===== src/rtl/alu_ctrl_mc.sv =====
// alu_ctrl_mc: registered ALU control decoder that also sequences a
// multi-cycle multiply/divide unit (start pulse, upstream stall, done pulse).
// Optional feature macro: ALU_CTRL_FLUSH_EN adds flush_i, which aborts an
// in-flight MDU op and suppresses an accept in IDLE.
module alu_ctrl_mc #(
  parameter int CTRL_W  = 4,
  parameter int MUL_LAT = 4,
  parameter int DIV_LAT = 32
) (
  input  logic              clk_i,
  input  logic              rst_i,
  input  logic              valid_i,
  input  logic [1:0]        ALUOp_i,
  input  logic [4:0]        funct_i,
`ifdef ALU_CTRL_FLUSH_EN
  input  logic              flush_i,
`endif
  output logic              ready_o,
  output logic [CTRL_W-1:0] ALUCtrl_o,
  output logic              ctrl_valid_o,
  output logic              illegal_o,
  output logic              mdu_start_o,
  output logic              stall_o,
  output logic              mdu_done_o
);

  localparam int MAX_LAT = (MUL_LAT > DIV_LAT) ? MUL_LAT : DIV_LAT;
  localparam int CNT_W   = (MAX_LAT > 1) ? $clog2(MAX_LAT) : 1;
  localparam logic [CNT_W-1:0] MUL_LOAD = CNT_W'(MUL_LAT - 1);
  localparam logic [CNT_W-1:0] DIV_LOAD = CNT_W'(DIV_LAT - 1);

  typedef enum logic [1:0] {IDLE, BUSY, DONE} state_t;

  state_t           state_q, state_d;
  logic [CNT_W-1:0] cnt_q;

  logic [3:0]        dec_code;
  logic              dec_illegal;
  logic              dec_mdu;
  logic              dec_div;
  logic [CTRL_W-1:0] dec_ctrl;
  logic              flush;
  logic              accept;

`ifdef ALU_CTRL_FLUSH_EN
  assign flush = flush_i;
`else
  assign flush = 1'b0;
`endif

  // Decode ALUOp/funct into a 4-bit code plus MDU classification.
  always_comb begin
    // NOTE: every output of a combinational block gets a default first so no
    // path leaves it unassigned, which would otherwise infer a latch.
    dec_code    = 4'b0010;
    dec_illegal = 1'b0;
    dec_mdu     = 1'b0;
    dec_div     = 1'b0;
    unique case (ALUOp_i)
      2'b00: dec_code = 4'b0010;
      2'b01: dec_code = 4'b0110;
      2'b10: begin
        if (!funct_i[4]) begin
          case (funct_i[3:0])
            4'b0000: dec_code = 4'b0010;
            4'b1000: dec_code = 4'b0110;
            4'b0111: dec_code = 4'b0000;
            4'b0110: dec_code = 4'b0001;
            4'b0010: dec_code = 4'b0111;
            default: dec_illegal = 1'b1;
          endcase
        end else begin
          case (funct_i[2:0])
            3'b000: begin dec_code = 4'b1000; dec_mdu = 1'b1; end
            3'b001: begin dec_code = 4'b1001; dec_mdu = 1'b1; end
            3'b100: begin dec_code = 4'b1010; dec_mdu = 1'b1; dec_div = 1'b1; end
            3'b110: begin dec_code = 4'b1011; dec_mdu = 1'b1; dec_div = 1'b1; end
            default: dec_illegal = 1'b1;
          endcase
        end
      end
      2'b11: begin
        case (funct_i[2:0])
          3'b000:  dec_code = 4'b0010;
          3'b010:  dec_code = 4'b0111;
          3'b111:  dec_code = 4'b0000;
          3'b110:  dec_code = 4'b0001;
          default: dec_illegal = 1'b1;
        endcase
      end
      default: dec_illegal = 1'b1;
    endcase
  end

  assign dec_ctrl = dec_illegal ? '1 : CTRL_W'(dec_code);
  assign accept   = valid_i & ready_o & ~flush;

  // State register.
  always_ff @(posedge clk_i) begin
    // NOTE: sequential state uses non-blocking assignments so every register
    // samples pre-edge values regardless of statement order.
    if (rst_i) state_q <= IDLE;
    else       state_q <= state_d;
  end

  // Next-state logic; an abort from flush overrides normal sequencing.
  always_comb begin
    state_d = state_q;
    case (state_q)
      IDLE:    if (accept && dec_mdu) state_d = BUSY;
      BUSY:    if (cnt_q == '0) state_d = DONE;
      DONE:    state_d = IDLE;
      default: state_d = IDLE;
    endcase
    if (flush && state_q != IDLE) state_d = IDLE;
  end

  // State-derived outputs; ready is held low while reset is asserted.
  always_comb begin
    ready_o    = (state_q == IDLE) && !rst_i;
    stall_o    = (state_q == BUSY);
    mdu_done_o = (state_q == DONE);
  end

  // Registered control code, result pulses and the BUSY cycle counter.
  always_ff @(posedge clk_i) begin
    if (rst_i) begin
      ALUCtrl_o    <= '0;
      ctrl_valid_o <= 1'b0;
      illegal_o    <= 1'b0;
      mdu_start_o  <= 1'b0;
      cnt_q        <= '0;
    end else begin
      ctrl_valid_o <= accept;
      illegal_o    <= accept & dec_illegal;
      mdu_start_o  <= accept & dec_mdu;
      if (accept) ALUCtrl_o <= dec_ctrl;
      if (accept && dec_mdu)
        cnt_q <= dec_div ? DIV_LOAD : MUL_LOAD;
      else if (state_q == BUSY && cnt_q != '0)
        cnt_q <= cnt_q - CNT_W'(1);
    end
  end

endmodule


===== config.mk =====
export PLATFORM = sky130hd
export DESIGN_NAME = alu_ctrl_mc
export DESIGN_NICKNAME = d
export VERILOG_FILES = /design/src/rtl/alu_ctrl_mc.sv
export SDC_FILE = /design/constraint.sdc
export NUM_CORES = 1
export LEC_CHECK = 0
export ABC_AREA = 1
export CAP_MARGIN = 20
export CELL_PAD_IN_SITES_DETAIL_PLACEMENT = 0
export CELL_PAD_IN_SITES_GLOBAL_PLACEMENT = 1
export CORE_ASPECT_RATIO = 0.7
export CORE_MARGIN = 1.5
export CORE_UTILIZATION = 34
export DETAILED_ROUTE_END_ITERATION = 8
export GPL_ROUTABILITY_DRIVEN = 0
export PLACE_DENSITY_LB_ADDON = 0.05
export SYNTH_ARGS = -nofsm -noshare
export SYNTH_HDL_FRONTEND = slang
export SYNTH_SLANG_ARGS = --single-unit

===== constraint.sdc =====
create_clock -name clk_i -period 1.5 [get_ports clk_i]
set_clock_uncertainty 0.2 [all_clocks]
set_input_delay 0.3 -clock clk_i [delete_from_list [all_inputs] [get_ports clk_i]]
set_output_delay 0.3 -clock clk_i [all_outputs]
set_load 0.05 [all_outputs]

# == Word level (Yosys, flattened, before mapping) ==
# Index checks and enable logic that the tools add are counted.
# classes
bitwise,3
addsub,1
eq_ne,16
n_reduce_logical,16
mux,23
# ops
operator,count
4-bit case mux with 4 select lines,2
5-bit two-way mux,3
3-bit case mux with 4 select lines,1
1-bit two-way mux,10
"3-bit == test, second input constant",3
3-bit case mux with 3 select lines,1
"4-bit by 3-bit == test with 1-bit output, second input constant",2
4-bit two-way mux,2
4-bit OR reduction,2
"2-bit == test, second input constant",3
5-bit zero test,1
5-bit nonzero test,1
5-bit OR reduction,1
"5-bit by 1-bit subtractor with 5-bit output, second input constant",1
"2-bit by 1-bit == test with 1-bit output, second input constant",2
"4-bit by 2-bit == test with 1-bit output, second input constant",1
"4-bit == test, second input constant",1
2-bit zero test,2
4-bit zero test,1
2-bit two-way mux,2
2-bit case mux with 2 select lines,1
1-bit bitwise AND,3
"3-bit by 1-bit == test with 1-bit output, second input constant",1
"3-bit by 2-bit == test with 1-bit output, second input constant",1
9 further kinds,11
# totals
reg_bits,14
input_bits,10
wordCells,65
out_inout_bits,10

# == Longest topological paths before layout ==
# logic_depth
depth_word,8
mapped_depth,10
ltp_nobuf,9

# == Worst setup path after synthesis ==
# No wires, ideal clock.
# synth_timing
path_type,register to register
from,reg state_q[0]
to,reg cnt_q[4]
slack_ns,-0.422
arrival_time_ns,1.606
required_ns,1.184
path_buffers,0
setup_ns,0.116
synth_period_minus_slack_ns,1.922
stages_incl_launch_ff,8
path_cell_list,dfxtp_1 inv_1 nor2_1 o21ai_2 nand2_4 inv_2 nor2_1 nor2_1
# synth_via
elab_cells_between_ends,8
cone_classes,eq/ne: 1; mux: 1; bitwise: 1; reduce/logical: 5
# synth_lines
element,line_no,text
start: declaration,34,"state_t state_q, state_d;"
start signal: assignment,103,else state_q <= state_d;
2-bit by 1-bit == test with 1-bit output,-,
named net stall_o,23,"output logic stall_o,"
1-bit logical AND,140,else if (state_q == BUSY && cnt_q != '0)
2-bit nonzero test (no line),-,
end signal: assignment,139,cnt_q <= dec_div ? DIV_LOAD : MUL_LOAD;
end signal: assignment,141,cnt_q <= cnt_q - CNT_W'(1);
end: declaration,35,logic [CNT_W-1:0] cnt_q;
# The timed path passes the listed nets, and every way through them passes these cells.
# A chain may end at the register's enable or synchronous reset.

# == Worst setup path in the final report ==
# layout_timing
from,reg state_q[0]
to,out ready_o
# layout_via
elab_chain_cells,2
# layout_lines
element,line_no,text
2-bit zero test,120,ready_o = (state_q == IDLE) && !rst_i;
1-bit logical AND,120,
end: declaration,18,"output logic ready_o,"
# No other way between the ends.

==> results by group <==
Run status
  • Status: complete, but fails checks
  • Violated checks: negative setup slack

Routing
  • Initial DRC Count: 22
  • Via count: 886
  • Via density: 4.32
  • Wire per inst: 10.9 um
  • Remaining DRCs: 0
  • TritonRoute pass-1 iters: 4
  • WL final: 2230 um
  • Final ANT Viol Nets: 0

Power
  • Pwr per Cell Area: 686 nW/um2
  • Total power draw: 1.02 mW
  • Leak Pwr: 0.723 nW
  • Maximum vdd drop: 317 uV

Timing
  • Hold WS: 0.293 ns
  • Max-slew violations: 0
  • Worst-margin pin slew: 0.256 ns
  • Tcrit/Tclk final: 102%
  • Max Fclk: 653 MHz
  • Setup ws final: -0.0320 ns
  • Count of final hold-check violations: 0
  • Crit path time final: 1.53 ns
  • Final setup viols: 3
  • Unrepaired setup endpoints after global routing: yes
  • Slew HR: 82.9%

Global routing
  • First-pass GRT wire length: 3590 um
  • Global Route Usage Sum: 16.4%
  • Largest net degree at the start of global routing: 9
  • Grt ovf: 0
  • Initial antenna violation count: 0
  • Vias in the first global route: 810

Layout
  • Layout Utilization: 60.2%
  • Nets: 184
  • ANT cells: 0
  • Non-Filler Instances: 205
  • Share of layout cells above drive strength 1: 40.9%
  • Layout area overhead: 67.4%

Critical path
  • Crit Path Category: reg2out
  • CP Data Required Time: 1.00 ns
  • Worst r2r path cells: 7
  • Startpoint types: flop
  • WP data arrival: 1.03 ns
  • Critical-path maximum fanout: 3
  • Crit. End Element: primary output

Clock tree
  • TritonCTS Sinks: 14
  • Clock latency on the worst-skew pair: 0.25 ns
  • CTS Buf Count: 3
  • Root Buffer: clkbuf_8
  • Clk pin slew, worst setup/hold paths: 0.06 ns
  • Hold Buf Count CTS: 0
  • Max clock buf depth: 2
  • CTS tree: yes
  • H-tree depth: 1

Synthesis
  • EDFF count, synth: 0
  • Post-synth top cells: 33 x nand2_1, 19 x nor2_1, 15 x inv_1
  • Syn nets: 140
  • Yosys warnings: 0
  • Netlist Area Pre-Place: 891 um2
  • Ys flop type: dfxtp_1
  • Cells after Synth: 128
  • Top cell type's share of synthesized area: 31.5%
  • Most frequent cell after synthesis: nand2_1
  • Top cells by area, synth: dfxtp_1 31%, nand2_1 14%, nor2_1 8.0%
  • Unique masters post-synth: 28
  • Yosys reg bits: 14
  • Async SR Flop Fraction: 0%
  • Register area share after synthesis: 31.5%
  • Area leader, netlist: dfxtp_1
  • Post-synthesis average cell area: 6.96 um2

Floorplanning
  • Total Die Area: 2940 um2
  • Core Box Area: 2480 um2
  • Die Wd: 64.2 um
  • Effective utilization at floorplan: 36.0%
  • Die height: 45.8 um
  • Row count: 15
  • # IOs: 20

Min path
  • Worst Hold Depth: 4
  • Worst min path class: in2reg

Placed design
  • Pre-CTS setup slack: -0.393 ns
  • Post-placement cell count: 196
  • Dpl hpwl: 1710 um
  • PortBufs: 19

Run
  • Max-cap violations: 0
cell families after synthesis:
group / Yosys count / synth area share, %
simple gates: 71 / 39.7
buf+inv: 20 / 10.7
compound gates: 17 / 11.4
flops: 14 / 31.5
xor+xnor: 4 / 3.93
fa+ha+maj: 2 / 2.81
stage by stage:
stage / instance area (um2) / TNS, ns
5_1_grt: 1490 / -0.220
4_1_cts: 1440 / -0.0767
2_1_floorplan: 902 / -0.600
6_report: 1490 / -0.0538
3_3_place_gp: 1340 / -4.01
3_5_place_dp: 1340 / -4.27
area by class of cell:
| type | instances | area (um2) |
|---|---|---|
| Clock buffer | 4 | 55.1 |
| Multi-Input combinational cell | 94 | 567 |
| Sequential cell | 14 | 289 |
| Timing Repair Buffer | 41 | 457 |
| Inverter | 18 | 81.3 |
| Tap cell | 34 | 42.5 |
| Fill cell | 245 | 986 |
per-layer routing:
layer | GRT usage, % | vias up | part of all wire (%)
met4 | 6.38 | 0 | 1.5
li1 | - | 491 | -
met2 | 26.3 | 18 | 44
met3 | 4.70 | 5 | 5.1
met1 | 21.3 | 372 | 50
met5 | 0 | - | 0
placed cells by master, fill, tap and decap left out, types with 3 or more instances in the layout:
cell	instances
nand2_1	32
nand3_1	5
o21ai_2	3
nor2_4	4
nand2_4	3
clkbuf_8	4
nand2_2	3
buf_4	20
a21oi_1	6
dlygate4sd2_1	5
nor2_1	15
inv_2	4
inv_1	10
buf_12	10
dfxtp_1	11
report_power, final:
group,switching [mW],leakage (nW),internal [mW],total [mW]
combinational,0.135,0.578,0.119,0.255
sequential,0.0112,0.116,0.380,0.391
clock,0.145,0.0288,0.233,0.378
total,0.291,0.723,0.732,1.02
sequential cells by signal (all words and copies together), names as in the netlist:
signal,count
ALUCtrl_o,4
cnt_q,5
state_q,2
mdu_start_o,1
ctrl_valid_o,1
illegal_o,1
timing repair:
item	in CTS	in global routing
setup buffers	3	2
resized for setup	19	18
cloned	0	0
setup endpoints to repair	13	8
pin swaps	7	6
final timing paths:
path	start	to	slack (ns)
setup / recovery	state_q[0]$_SDFFE_PP0P_	ready_o	-0.03
hold / removal	valid_i	illegal_o$_SDFF_PP0_	0.29
setup reg to reg	cnt_q[0]$_SDFFE_PP0P_	cnt_q[4]$_SDFFE_PP0P_	0.09
hold reg to reg	ALUCtrl_o[1]$_SDFFE_PP0P_	ALUCtrl_o[1]$_SDFFE_PP0P_	0.32
critical path, cell delays in order, from the launching register on:
cell	delay, ns
dfxtp_4	0.35
nor2_4	0.12
nand2_4	0.09
clkinvlp_4	0.09
buf_12	0.13
Power figures use the tool's default switching activity.
